`src/rtl/arb_pkg.sv`:
```
// Shared types and constants for the 2-master AXI4 memory arbiter.
//  arb_state_t : transaction FSM state, one state per AXI channel phase
//  AXI_*       : default bus widths used by axi_mem_arbiter
//  RESP_*      : AXI response codes (informational; responses pass through untouched)
package arb_pkg;

  typedef enum logic [2:0] {
    S_IDLE  = 3'd0,
    S_RADDR = 3'd1,
    S_RDATA = 3'd2,
    S_WADDR = 3'd3,
    S_WDATA = 3'd4,
    S_WRESP = 3'd5
  } arb_state_t;

  localparam int AXI_AW   = 32;
  localparam int AXI_DW   = 64;
  localparam int AXI_IW   = 4;
  localparam int AXI_LENW = 8;

  localparam logic [1:0] RESP_OKAY   = 2'b00;
  localparam logic [1:0] RESP_EXOKAY = 2'b01;
  localparam logic [1:0] RESP_SLVERR = 2'b10;
  localparam logic [1:0] RESP_DECERR = 2'b11;

endpackage

```
`src/rtl/arb_rr_pick.sv`:
```
// 2-way request picker, purely combinational.
//  req[1:0]    : request per master
//  last_winner : index of the previous winner (0 = m0, 1 = m1)
//  en_rr       : 1 -> ties go to the master that did not win last; 0 -> m0 wins ties
//  win[1:0]    : one-hot winner, 2'b00 when nothing requests
module arb_rr_pick (
  input  logic [1:0] req,
  input  logic       last_winner,
  input  logic       en_rr,
  output logic [1:0] win
);

  always_comb begin
    win = req;
    if (&req) win = (en_rr && !last_winner) ? 2'b10 : 2'b01;
  end

endmodule

```
`src/rtl/axi_mem_arbiter.sv`:
```
// 2-master -> 1-slave AXI4 arbiter: IFU (m0) and LSU/EXU (m1) share one memory port (s).
// One transaction in flight; grant latched in IDLE and held until the final R (rlast) or B
// handshake. Only the channel matching the current phase is connected; everything else
// sees valid/ready = 0.
// Ports:
//  clk, rst_n            : clock, synchronous active-low reset
//  m{0,1}_ar*/r*/aw*/w*/b* : master-side AXI4 bundles
//  s_ar*/r*/aw*/w*/b*    : slave-side AXI4 bundles
//  busy                  : transaction in flight
//  grant[1:0]            : one-hot owner, 2'b00 when idle
// Build option: ARB_ROUND_ROBIN_EN -> round-robin tie-break; otherwise m0 wins ties.
module axi_mem_arbiter
  import arb_pkg::*;
#(
  parameter int AW = AXI_AW,
  parameter int DW = AXI_DW,
  parameter int IW = AXI_IW
) (
  input  logic            clk,
  input  logic            rst_n,
  // master 0
  input  logic            m0_arvalid,
  output logic            m0_arready,
  input  logic [AW-1:0]   m0_araddr,
  input  logic [IW-1:0]   m0_arid,
  input  logic [7:0]      m0_arlen,
  input  logic [2:0]      m0_arsize,
  input  logic [1:0]      m0_arburst,
  output logic            m0_rvalid,
  input  logic            m0_rready,
  output logic [DW-1:0]   m0_rdata,
  output logic [1:0]      m0_rresp,
  output logic            m0_rlast,
  output logic [IW-1:0]   m0_rid,
  input  logic            m0_awvalid,
  output logic            m0_awready,
  input  logic [AW-1:0]   m0_awaddr,
  input  logic [IW-1:0]   m0_awid,
  input  logic [7:0]      m0_awlen,
  input  logic [2:0]      m0_awsize,
  input  logic [1:0]      m0_awburst,
  input  logic            m0_wvalid,
  output logic            m0_wready,
  input  logic [DW-1:0]   m0_wdata,
  input  logic [DW/8-1:0] m0_wstrb,
  input  logic            m0_wlast,
  output logic            m0_bvalid,
  input  logic            m0_bready,
  output logic [1:0]      m0_bresp,
  output logic [IW-1:0]   m0_bid,
  // master 1
  input  logic            m1_arvalid,
  output logic            m1_arready,
  input  logic [AW-1:0]   m1_araddr,
  input  logic [IW-1:0]   m1_arid,
  input  logic [7:0]      m1_arlen,
  input  logic [2:0]      m1_arsize,
  input  logic [1:0]      m1_arburst,
  output logic            m1_rvalid,
  input  logic            m1_rready,
  output logic [DW-1:0]   m1_rdata,
  output logic [1:0]      m1_rresp,
  output logic            m1_rlast,
  output logic [IW-1:0]   m1_rid,
  input  logic            m1_awvalid,
  output logic            m1_awready,
  input  logic [AW-1:0]   m1_awaddr,
  input  logic [IW-1:0]   m1_awid,
  input  logic [7:0]      m1_awlen,
  input  logic [2:0]      m1_awsize,
  input  logic [1:0]      m1_awburst,
  input  logic            m1_wvalid,
  output logic            m1_wready,
  input  logic [DW-1:0]   m1_wdata,
  input  logic [DW/8-1:0] m1_wstrb,
  input  logic            m1_wlast,
  output logic            m1_bvalid,
  input  logic            m1_bready,
  output logic [1:0]      m1_bresp,
  output logic [IW-1:0]   m1_bid,
  // slave
  output logic            s_arvalid,
  input  logic            s_arready,
  output logic [AW-1:0]   s_araddr,
  output logic [IW-1:0]   s_arid,
  output logic [7:0]      s_arlen,
  output logic [2:0]      s_arsize,
  output logic [1:0]      s_arburst,
  input  logic            s_rvalid,
  output logic            s_rready,
  input  logic [DW-1:0]   s_rdata,
  input  logic [1:0]      s_rresp,
  input  logic            s_rlast,
  input  logic [IW-1:0]   s_rid,
  output logic            s_awvalid,
  input  logic            s_awready,
  output logic [AW-1:0]   s_awaddr,
  output logic [IW-1:0]   s_awid,
  output logic [7:0]      s_awlen,
  output logic [2:0]      s_awsize,
  output logic [1:0]      s_awburst,
  output logic            s_wvalid,
  input  logic            s_wready,
  output logic [DW-1:0]   s_wdata,
  output logic [DW/8-1:0] s_wstrb,
  output logic            s_wlast,
  input  logic            s_bvalid,
  output logic            s_bready,
  input  logic [1:0]      s_bresp,
  input  logic [IW-1:0]   s_bid,
  // status
  output logic            busy,
  output logic [1:0]      grant
);

`ifdef ARB_ROUND_ROBIN_EN
  localparam logic EN_RR = 1'b1;
`else
  localparam logic EN_RR = 1'b0;
`endif

  arb_state_t state_q, state_d;
  logic [1:0] grant_q, grant_d;
  logic       lw_q, lw_d;   // last winner index; reset to m1 so m0 takes the first tie
  logic [1:0] req, win;

  assign req = {m1_arvalid | m1_awvalid, m0_arvalid | m0_awvalid};

  arb_rr_pick u_pick (
    .req         (req),
    .last_winner (lw_q),
    .en_rr       (EN_RR),
    .win         (win)
  );

  // Channel enables; gated by rst_n so every valid/ready drops in the reset cycle itself.
  logic ar_en, r_en, aw_en, w_en, b_en, g0, g1;
  assign ar_en = rst_n && (state_q == S_RADDR);
  assign r_en  = rst_n && (state_q == S_RDATA);
  assign aw_en = rst_n && (state_q == S_WADDR);
  assign w_en  = rst_n && (state_q == S_WDATA);
  assign b_en  = rst_n && (state_q == S_WRESP);
  assign g0    = grant_q[0];
  assign g1    = grant_q[1];

  always_comb begin
    state_d = state_q;
    grant_d = grant_q;
    lw_d    = lw_q;
    case (state_q)
      S_IDLE: if (|req) begin
        grant_d = win;
        // a winner with both AR and AW pending does its read first
        state_d = (win[1] ? m1_arvalid : m0_arvalid) ? S_RADDR : S_WADDR;
        if (EN_RR) lw_d = win[1];
      end
      S_RADDR: if (s_arvalid && s_arready) state_d = S_RDATA;
      S_RDATA: if (s_rvalid && s_rready && s_rlast) begin
        state_d = S_IDLE;
        grant_d = 2'b00;
      end
      S_WADDR: if (s_awvalid && s_awready) state_d = S_WDATA;
      S_WDATA: if (s_wvalid && s_wready && s_wlast) state_d = S_WRESP;
      S_WRESP: if (s_bvalid && s_bready) begin
        state_d = S_IDLE;
        grant_d = 2'b00;
      end
      default: begin
        state_d = S_IDLE;
        grant_d = 2'b00;
      end
    endcase
  end

  always_ff @(posedge clk) begin
    if (!rst_n) begin
      state_q <= S_IDLE;
      grant_q <= 2'b00;
      lw_q    <= 1'b1;
    end else begin
      state_q <= state_d;
      grant_q <= grant_d;
      lw_q    <= lw_d;
    end
  end

  assign busy  = rst_n && (state_q != S_IDLE);
  assign grant = rst_n ? grant_q : 2'b00;

  // AR
  assign s_arvalid  = ar_en & (g1 ? m1_arvalid : (g0 & m0_arvalid));
  assign s_araddr   = g1 ? m1_araddr  : g0 ? m0_araddr  : '0;
  assign s_arid     = g1 ? m1_arid    : g0 ? m0_arid    : '0;
  assign s_arlen    = g1 ? m1_arlen   : g0 ? m0_arlen   : '0;
  assign s_arsize   = g1 ? m1_arsize  : g0 ? m0_arsize  : '0;
  assign s_arburst  = g1 ? m1_arburst : g0 ? m0_arburst : '0;
  assign m0_arready = ar_en & g0 & s_arready;
  assign m1_arready = ar_en & g1 & s_arready;

  // R
  assign s_rready  = r_en & (g1 ? m1_rready : (g0 & m0_rready));
  assign m0_rvalid = r_en & g0 & s_rvalid;
  assign m1_rvalid = r_en & g1 & s_rvalid;
  assign m0_rdata  = g0 ? s_rdata : '0;
  assign m1_rdata  = g1 ? s_rdata : '0;
  assign m0_rresp  = g0 ? s_rresp : '0;
  assign m1_rresp  = g1 ? s_rresp : '0;
  assign m0_rlast  = g0 & s_rlast;
  assign m1_rlast  = g1 & s_rlast;
  assign m0_rid    = g0 ? s_rid : '0;
  assign m1_rid    = g1 ? s_rid : '0;

  // AW
  assign s_awvalid  = aw_en & (g1 ? m1_awvalid : (g0 & m0_awvalid));
  assign s_awaddr   = g1 ? m1_awaddr  : g0 ? m0_awaddr  : '0;
  assign s_awid     = g1 ? m1_awid    : g0 ? m0_awid    : '0;
  assign s_awlen    = g1 ? m1_awlen   : g0 ? m0_awlen   : '0;
  assign s_awsize   = g1 ? m1_awsize  : g0 ? m0_awsize  : '0;
  assign s_awburst  = g1 ? m1_awburst : g0 ? m0_awburst : '0;
  assign m0_awready = aw_en & g0 & s_awready;
  assign m1_awready = aw_en & g1 & s_awready;

  // W: only opens after the AW handshake
  assign s_wvalid  = w_en & (g1 ? m1_wvalid : (g0 & m0_wvalid));
  assign s_wdata   = g1 ? m1_wdata : g0 ? m0_wdata : '0;
  assign s_wstrb   = g1 ? m1_wstrb : g0 ? m0_wstrb : '0;
  assign s_wlast   = g1 ? m1_wlast : (g0 & m0_wlast);
  assign m0_wready = w_en & g0 & s_wready;
  assign m1_wready = w_en & g1 & s_wready;

  // B
  assign s_bready  = b_en & (g1 ? m1_bready : (g0 & m0_bready));
  assign m0_bvalid = b_en & g0 & s_bvalid;
  assign m1_bvalid = b_en & g1 & s_bvalid;
  assign m0_bresp  = g0 ? s_bresp : '0;
  assign m1_bresp  = g1 ? s_bresp : '0;
  assign m0_bid    = g0 ? s_bid : '0;
  assign m1_bid    = g1 ? s_bid : '0;

endmodule

```
`config.mk`:
```
export PLATFORM = sky130hd
export DESIGN_NAME = axi_mem_arbiter
export DESIGN_NICKNAME = d
export VERILOG_FILES = /design/src/rtl/arb_pkg.sv /design/src/rtl/arb_rr_pick.sv /design/src/rtl/axi_mem_arbiter.sv
export SDC_FILE = /design/constraint.sdc
export NUM_CORES = 1
export LEC_CHECK = 0
export CELL_PAD_IN_SITES_DETAIL_PLACEMENT = 0
export CELL_PAD_IN_SITES_GLOBAL_PLACEMENT = 1
export CORE_AREA = 2 2 302 304
export DETAILED_ROUTE_END_ITERATION = 10
export DIE_AREA = 0 0 304 306
export PLACE_DENSITY_LB_ADDON = 0.15
export SLEW_MARGIN = 20
export SYNTH_ARGS = -nofsm -noshare
export SYNTH_HDL_FRONTEND = slang
export SYNTH_SLANG_ARGS = --single-unit
export TNS_END_PERCENT = 100
```
`constraint.sdc`:
```
create_clock -name clk -period 1.8 [get_ports clk]
set_clock_uncertainty 0.1 [all_clocks]
set_input_delay 0.36 -clock clk [delete_from_list [all_inputs] [get_ports clk]]
set_output_delay 0.36 -clock clk [all_outputs]
set_load 0.01 [all_outputs]
```
==> flow_summary.yaml, run 1 <==
place:
  numPortBuffers: 778
  gp_congestion: 0.8320
  place_ws_ps: -733.7
  placed_cells: 2447
  hpwl_mm: 45.34
synth:
  synth_xor_area_share_pct: 0
  syn_avg_cell_area_sq_um: 6.917
  yosysWarnings: 0
  synth_top_family_by_area: "compound AO/OA/AOI/OAI gates"
  synth_flop_cell: "dfxtp_1"
  syn-num-nets: 907
  synth-seq-area-share_pct: 3.072
  synth-edff-count: 0
  synth_most_common_cell: "a22o_1"
  yosysTopAreaCell: "a22o_1"
  synth_mux_area_share_pct: 0.3072
  synth_compound_area_share_pct: 50.35
  synth_cell_types: 32
  ys_ff_latch: 5
  syn_area_sq_um: 3258
  synthTopCellsByCount: "a22o_1 (173), and2_1 (155), clkbuf_1 (33)"
  synthSimpleGateAreaFrac_pct: 37.86
  synth_cells: 471
  synth_area_leaders: "a22o_1 (47%), and2_1 (30%), clkbuf_1 (3.8%), buf_2 (3.2%), dfxtp_1 (3.1%)"
  async_flop_share_pct: 0
  yosys.area_share.adder_pct: 0
  synthDominantCellAreaShare_pct: 46.51
cells_and_area:
  area_delta_synth_final_pct: 400.6
  fin_nets: 1850
  antennaDiodeCount: 0
  layout-drive-gt1-share_pct: 53.43
  final_cells: 2589
setup_path:
  crit_fanout: 8
  worstSetupPathType: "flop to primary output"
  end_kind: "primary output"
  cp_data_arrival_time_ps: 1790
  worst_setup_path_start_kind: "flop"
  r2r_end: "grant_q[0]"
  r2r_slack_ps: -390
  r2r_cells: 8
  required_ps: 1340
  r2r_start: "grant_q[1]"
timing:
  setup_violations: 312
  relSlewSlack_pct: 73.03
  hold_ws_ps: 411.8
  fmax_ghz: 0.4454
  finalHoldViolCount: 0
  setup_ws_ps: -445.2
  rsz0062_at_grt: "yes"
  timing.final.crit_share_pct: 124.7
  fin_crit_ps: 2245
  finalMaxSlewViolations: 0
  tightest_slew_ps: 402.8
routing:
  drt_iter0_markers: 252
  route.detailed.drc: 0
  routed_wl_mm: 58.76
  drtAntennaViolNets: 0
  vias_per_cell: 3.037
  drt-wirelength-per-cell_um: 22.69
  dr_total_vias: 7864
  drt_pass1_iterations: 4
clock_network:
  cts_buffers: 3
  clk_latency_ps: 230
  path_clk_slew_ps: 30
  root_buffer: "clkbuf_16"
  clockBufferDepth: 2
  htree_levels: 1
  holdBufCountCts: 0
  clock-sinks: 5
  cts_tree: "yes"
power:
  p_per_area_nw_per_um2: 971.3
  switchingPower_w: 0.006504
  seqPwrFrac_pct: 1.5
  p_sw_share_pct: 41.05
  p_clk_share_pct: 2.3
  ir_drop_v: 0.0005265
  combinationalPowerShare_pct: 96.1
  p_int_w: 0.009339
  power_w: 0.01584
  p_leak_nw: 7.159
min_path:
  hp-class: "flop to flop"
  min_from: "state_q[0]"
  min_path_cells: 2
  holdPathEnd: "state_q[0]"
floorplanning:
  boundaryPins: 779
  die_height_um: 306
  dieWidth_um: 304
  die_area_sq_um: 93020
  core_sq_um: 89600
  rows: 110
  initial_core_util_pct: 3.636
grt:
  grt_util_all_layers_pct: 11.79
  first_global_vias: 8445
  antenna_found_initial: 5
  grt_max_degree: 19
  grt_pass1_wl_mm: 76.15
  grt_overflow_total: 0
status:
  violations: "setup timing"
  outcome: "complete, but fails checks"
flow_run:
  max-cap-violations: 0
==> per-stage QoR <==
| step | TNS [ps] | instance area, sq um | util, % |
|---|---|---|---|
| final | -77100 | 16310 | 18.20 |
| after global placement | -110830 | 13280 | 14.83 |
| after global routing | -88130 | 16310 | 18.20 |
| after CTS | -80220 | 15290 | 17.06 |
| after floorplan | 0 | 3258 | - |
| after detailed placement | -109070 | 13280 | 14.83 |
==> power groups by stage <==
stage,sequential (W),clock [W],combinational [W]
after detailed placement,0.000210,0,0.0106
after CTS,0.000238,0.000372,0.0147
after floorplan,0.000159,0,0.00349
final,0.000243,0.000372,0.0152
after global placement,0.000214,0,0.0107
after global routing,0.000249,0.000382,0.0161
==> final cells by class <==
| type | count | area (sq um) |
|---|---|---|
| Sequential cell | 5 | 116.4 |
| Tap cell | 1176 | 1471 |
| Clock buffer | 4 | 78.83 |
| Fill cell | 10090 | 73290 |
| Inverter | 4 | 15.01 |
| Multi-Input combinational cell | 402 | 3827 |
| Timing Repair Buffer | 998 | 10800 |
==> flip-flops by register name, summed over array words and instances, names as in the netlist <==
| name | count |
|---|---|
| grant_q | 2 |
| state_q | 3 |
==> placed cells by master, fill, tap and decap left out, drive strengths merged, types with 3 or more instances in the layout <==
| cell type | instances |
|---|---|
| dlygate4sd2 | 7 |
| nor2 | 19 |
| buf | 549 |
| nand2 | 22 |
| and2 | 155 |
| nand3 | 5 |
| o221ai | 3 |
| clkbuf | 13 |
| dfxtp | 5 |
| inv | 4 |
| clkdlybuf4s50 | 430 |
| a22o | 173 |
==> how the worst max path moves through the flow <==
stage,end,start,slack [ps],depth (start not counted)
2_1_floorplan,s_awburst[0],grant_q[0],130,5
3_3_place_gp,grant[1],rst_n,-740,5
3_5_place_dp,grant_q[0],rst_n,-730,7
4_1_cts,s_awaddr[21],grant_q[1],-490,8
5_1_grt,s_awsize[0],grant_q[1],-480,8
6_report,s_wdata[42],grant_q[1],-450,8
==> logic make-up after synthesis <==
group,after synthesis
and+or+nand+nor,212
AOI/OAI and AO/OA,189
buffers and inverters,64
DFF,5
muxes,1
==> timing repair <==
item | CTS | global route
cloned | 31 | 7
pin swaps | 38 | 49
resized for setup | 1544 | 373
buffers inserted | 98 | 43
setup endpoints to repair | 348 | 325
==> worst max-delay path, stage by stage, from the launching register on <==
cell and delay [ps]:
dfxtp_4 340, buf_12 130, buf_12 140, buf_16 140, buf_12 140, buf_12 130, clkbuf_16 160, a22o_1 220
buf_2 140
==> layer usage <==
| layer | vias to the layer above | global-route usage (%) | wire length, um |
|---|---|---|---|
| met3 | 25 | 3.007 | 4104 |
| met4 | 8 | 0.6826 | 430 |
| met5 | - | 0 | 58 |
| met2 | 457 | 22.63 | 31090 |
| li1 | 3664 | - | - |
| met1 | 3710 | 13.55 | 23070 |
Power figures use the tool's default switching activity.
==> inputs of run 2 (changes only) <==
Clock period 1.8 ns to 2 ns, I/O delays scaled along.
==> run 2 against run 1 <==
Net effect: the run still ends with setup timing left; via count down 2.7%; final cell count down 0.89%; worst setup slack better by 140 ps; power down 17%; flip-flop and latch count unchanged; critical endpoint is now s_awaddr[3]; highest routed layer unchanged.
==> flow_summary.yaml, run 2 (synthesized netlist as in run 1, its figures left out) <==
cells_and_area:
  multiInputGateArea_sq_um: 3436
  largest_register: "state_q"
  top_regs: "state_q: 3 flops, grant_q: 2 flops"
  layout-drive-gt1-share_pct: 38.43
  final_cell_mix: "clkdlybuf4s50_1 (432), and2_1 (151), a22o_1 (131)"
  final.fill_count: 10150
  seq_area_sq_um: 106.4
  design_area_sq_um: 15270
  final_util_pct: 17.04
  final_common_cell: "clkdlybuf4s50_1"
  area_delta_synth_final_pct: 368.6
  fin_nets: 1824
  final_cells: 2566
  largest_reg_flops: 3
timing:
  setup_violations: 179
  hold_ws_ps: 553.8
  tightest_slew_ps: 310.8
  rsz0062_at_grt: "yes"
  fmax_ghz: 0.4340
  finalHoldViolCount: 0
  fin_crit_ps: 2304
  fin_tns_setup_ps: -28950
  timing.final.crit_share_pct: 115.2
  finalMaxSlewViolations: 0
  relSlewSlack_pct: 79.23
  setup_ws_ps: -304.0
setup_path:
  worstSetupPathType: "flop to primary output"
  cp_data_arrival_time_ps: 1800
  required_ps: 1500
  crit_fanout: 7
  end_kind: "primary output"
  worst_setup_path_start_kind: "flop"
clock_network:
  holdBufCountCts: 0
  htree_levels: 1
  cts_tree: "yes"
  clockBufferDepth: 2
  clock-sinks: 5
  cts_buffers: 3
  root_buffer: "clkbuf_16"
  clk_latency_ps: 230
  path_clk_slew_ps: 30
routing:
  dr_total_vias: 7655
  drtAntennaViolNets: 0
  routed_wl_mm: 58.58
  drt-wirelength-per-cell_um: 22.83
  route.detailed.drc: 0
  vias_per_cell: 2.983
  drt_pass1_iterations: 4
  drt_iter0_markers: 222
grt:
  grt_pass1_wl_mm: 74.46
  grt_max_degree: 25
  antenna_found_initial: 14
  first_global_vias: 8163
  grt_util_all_layers_pct: 11.67
  grt_overflow_total: 0
power:
  p_clk_share_pct: 2.5
  ir_drop_v: 0.0003189
  p_per_area_nw_per_um2: 861.9
  p_sw_share_pct: 42.12
  seqPwrFrac_pct: 1.4
  p_int_w: 0.007616
  combinationalPowerShare_pct: 96.1
  switchingPower_w: 0.005542
  p_leak_nw: 6.798
floorplanning:
  core_sq_um: 89600
  boundaryPins: 779
  die_height_um: 306
  die_area_sq_um: 93020
  initial_core_util_pct: 3.636
  rows: 110
  dieWidth_um: 304
place:
  gp_congestion: 0.8347
  placed_cell_area_sq_um: 13280
  hpwl_mm: 45.58
  placed_cells: 2448
  numPortBuffers: 778
status:
  violations: "setup timing"
  outcome: "complete, but fails checks"
min_path:
  hp-class: "flop to flop"
flow_run:
  max-cap-violations: 0
[run 2: through the flow]
stage | power (W) | setup WS, ps
final | 0.01316 | -304.0
after global routing | 0.01395 | -338.3
after CTS | 0.01334 | -324.3
after detailed placement | 0.009692 | -593.1
after global placement | 0.009774 | -593.4
after floorplan | 0.003284 | 286.2
[run 2: worst paths after layout]
| path | from | endpoint | slack, ps | depth (start not counted) |
|---|---|---|---|---|
| setup reg to reg | grant_q[1] | grant_q[1] | -210 | 10 |
| setup / recovery | grant_q[1] | s_awaddr[3] | -300 | 8 |
| hold reg to reg | state_q[2] | state_q[2] | 550 | 3 |
| hold / removal | state_q[2] | state_q[2] | 550 | 3 |
[run 2: power by group through the flow]
stage	sequential (W)	combinational (W)	clock, W
5_1_grt	0.000187	0.0134	0.000341
2_1_floorplan	0.000143	0.00314	0
6_report	0.000184	0.0126	0.000333
3_5_place_dp	0.000167	0.00952	0
3_3_place_gp	0.000169	0.00961	0
4_1_cts	0.000173	0.0128	0.000336
[run 2: layout make-up]
type / count / share of cell area, %
repair buffers: 972 / 66.50
multi-input cells: 402 / 22.50
well taps: 1176 / 9.638
flip-flops and latches: 5 / 0.6966
clock buffers: 4 / 0.5163
inverters: 4 / 0.09834
diodes: 3 / 0.04917
[run 2: timing repair]
item / CTS / global route
pin swaps: 36 / 48
setup endpoints to repair: 348 / 245
gates resized for setup: 1078 / 246
buffers inserted: 76 / 19
cloned: 25 / 10
[run 2: layer usage]
| layer | GRT usage, % | up-vias | part of all wire [%] |
|---|---|---|---|
| li1 | - | 3613 | - |
| met1 | 13.11 | 3522 | 38 |
| met2 | 22.03 | 459 | 52 |
| met3 | 3.332 | 43 | 7.6 |
| met4 | 1.747 | 18 | 1.5 |
| met5 | 0 | - | 0.19 |
[run 2: critical path: stages, from the launching register on]
cell and delay, ps:
dfxtp_4 350, and2b_4 220, buf_12 160, buf_12 140, buf_12 130, buf_12 130
buf_6 100, a22o_1 200, buf_6 120
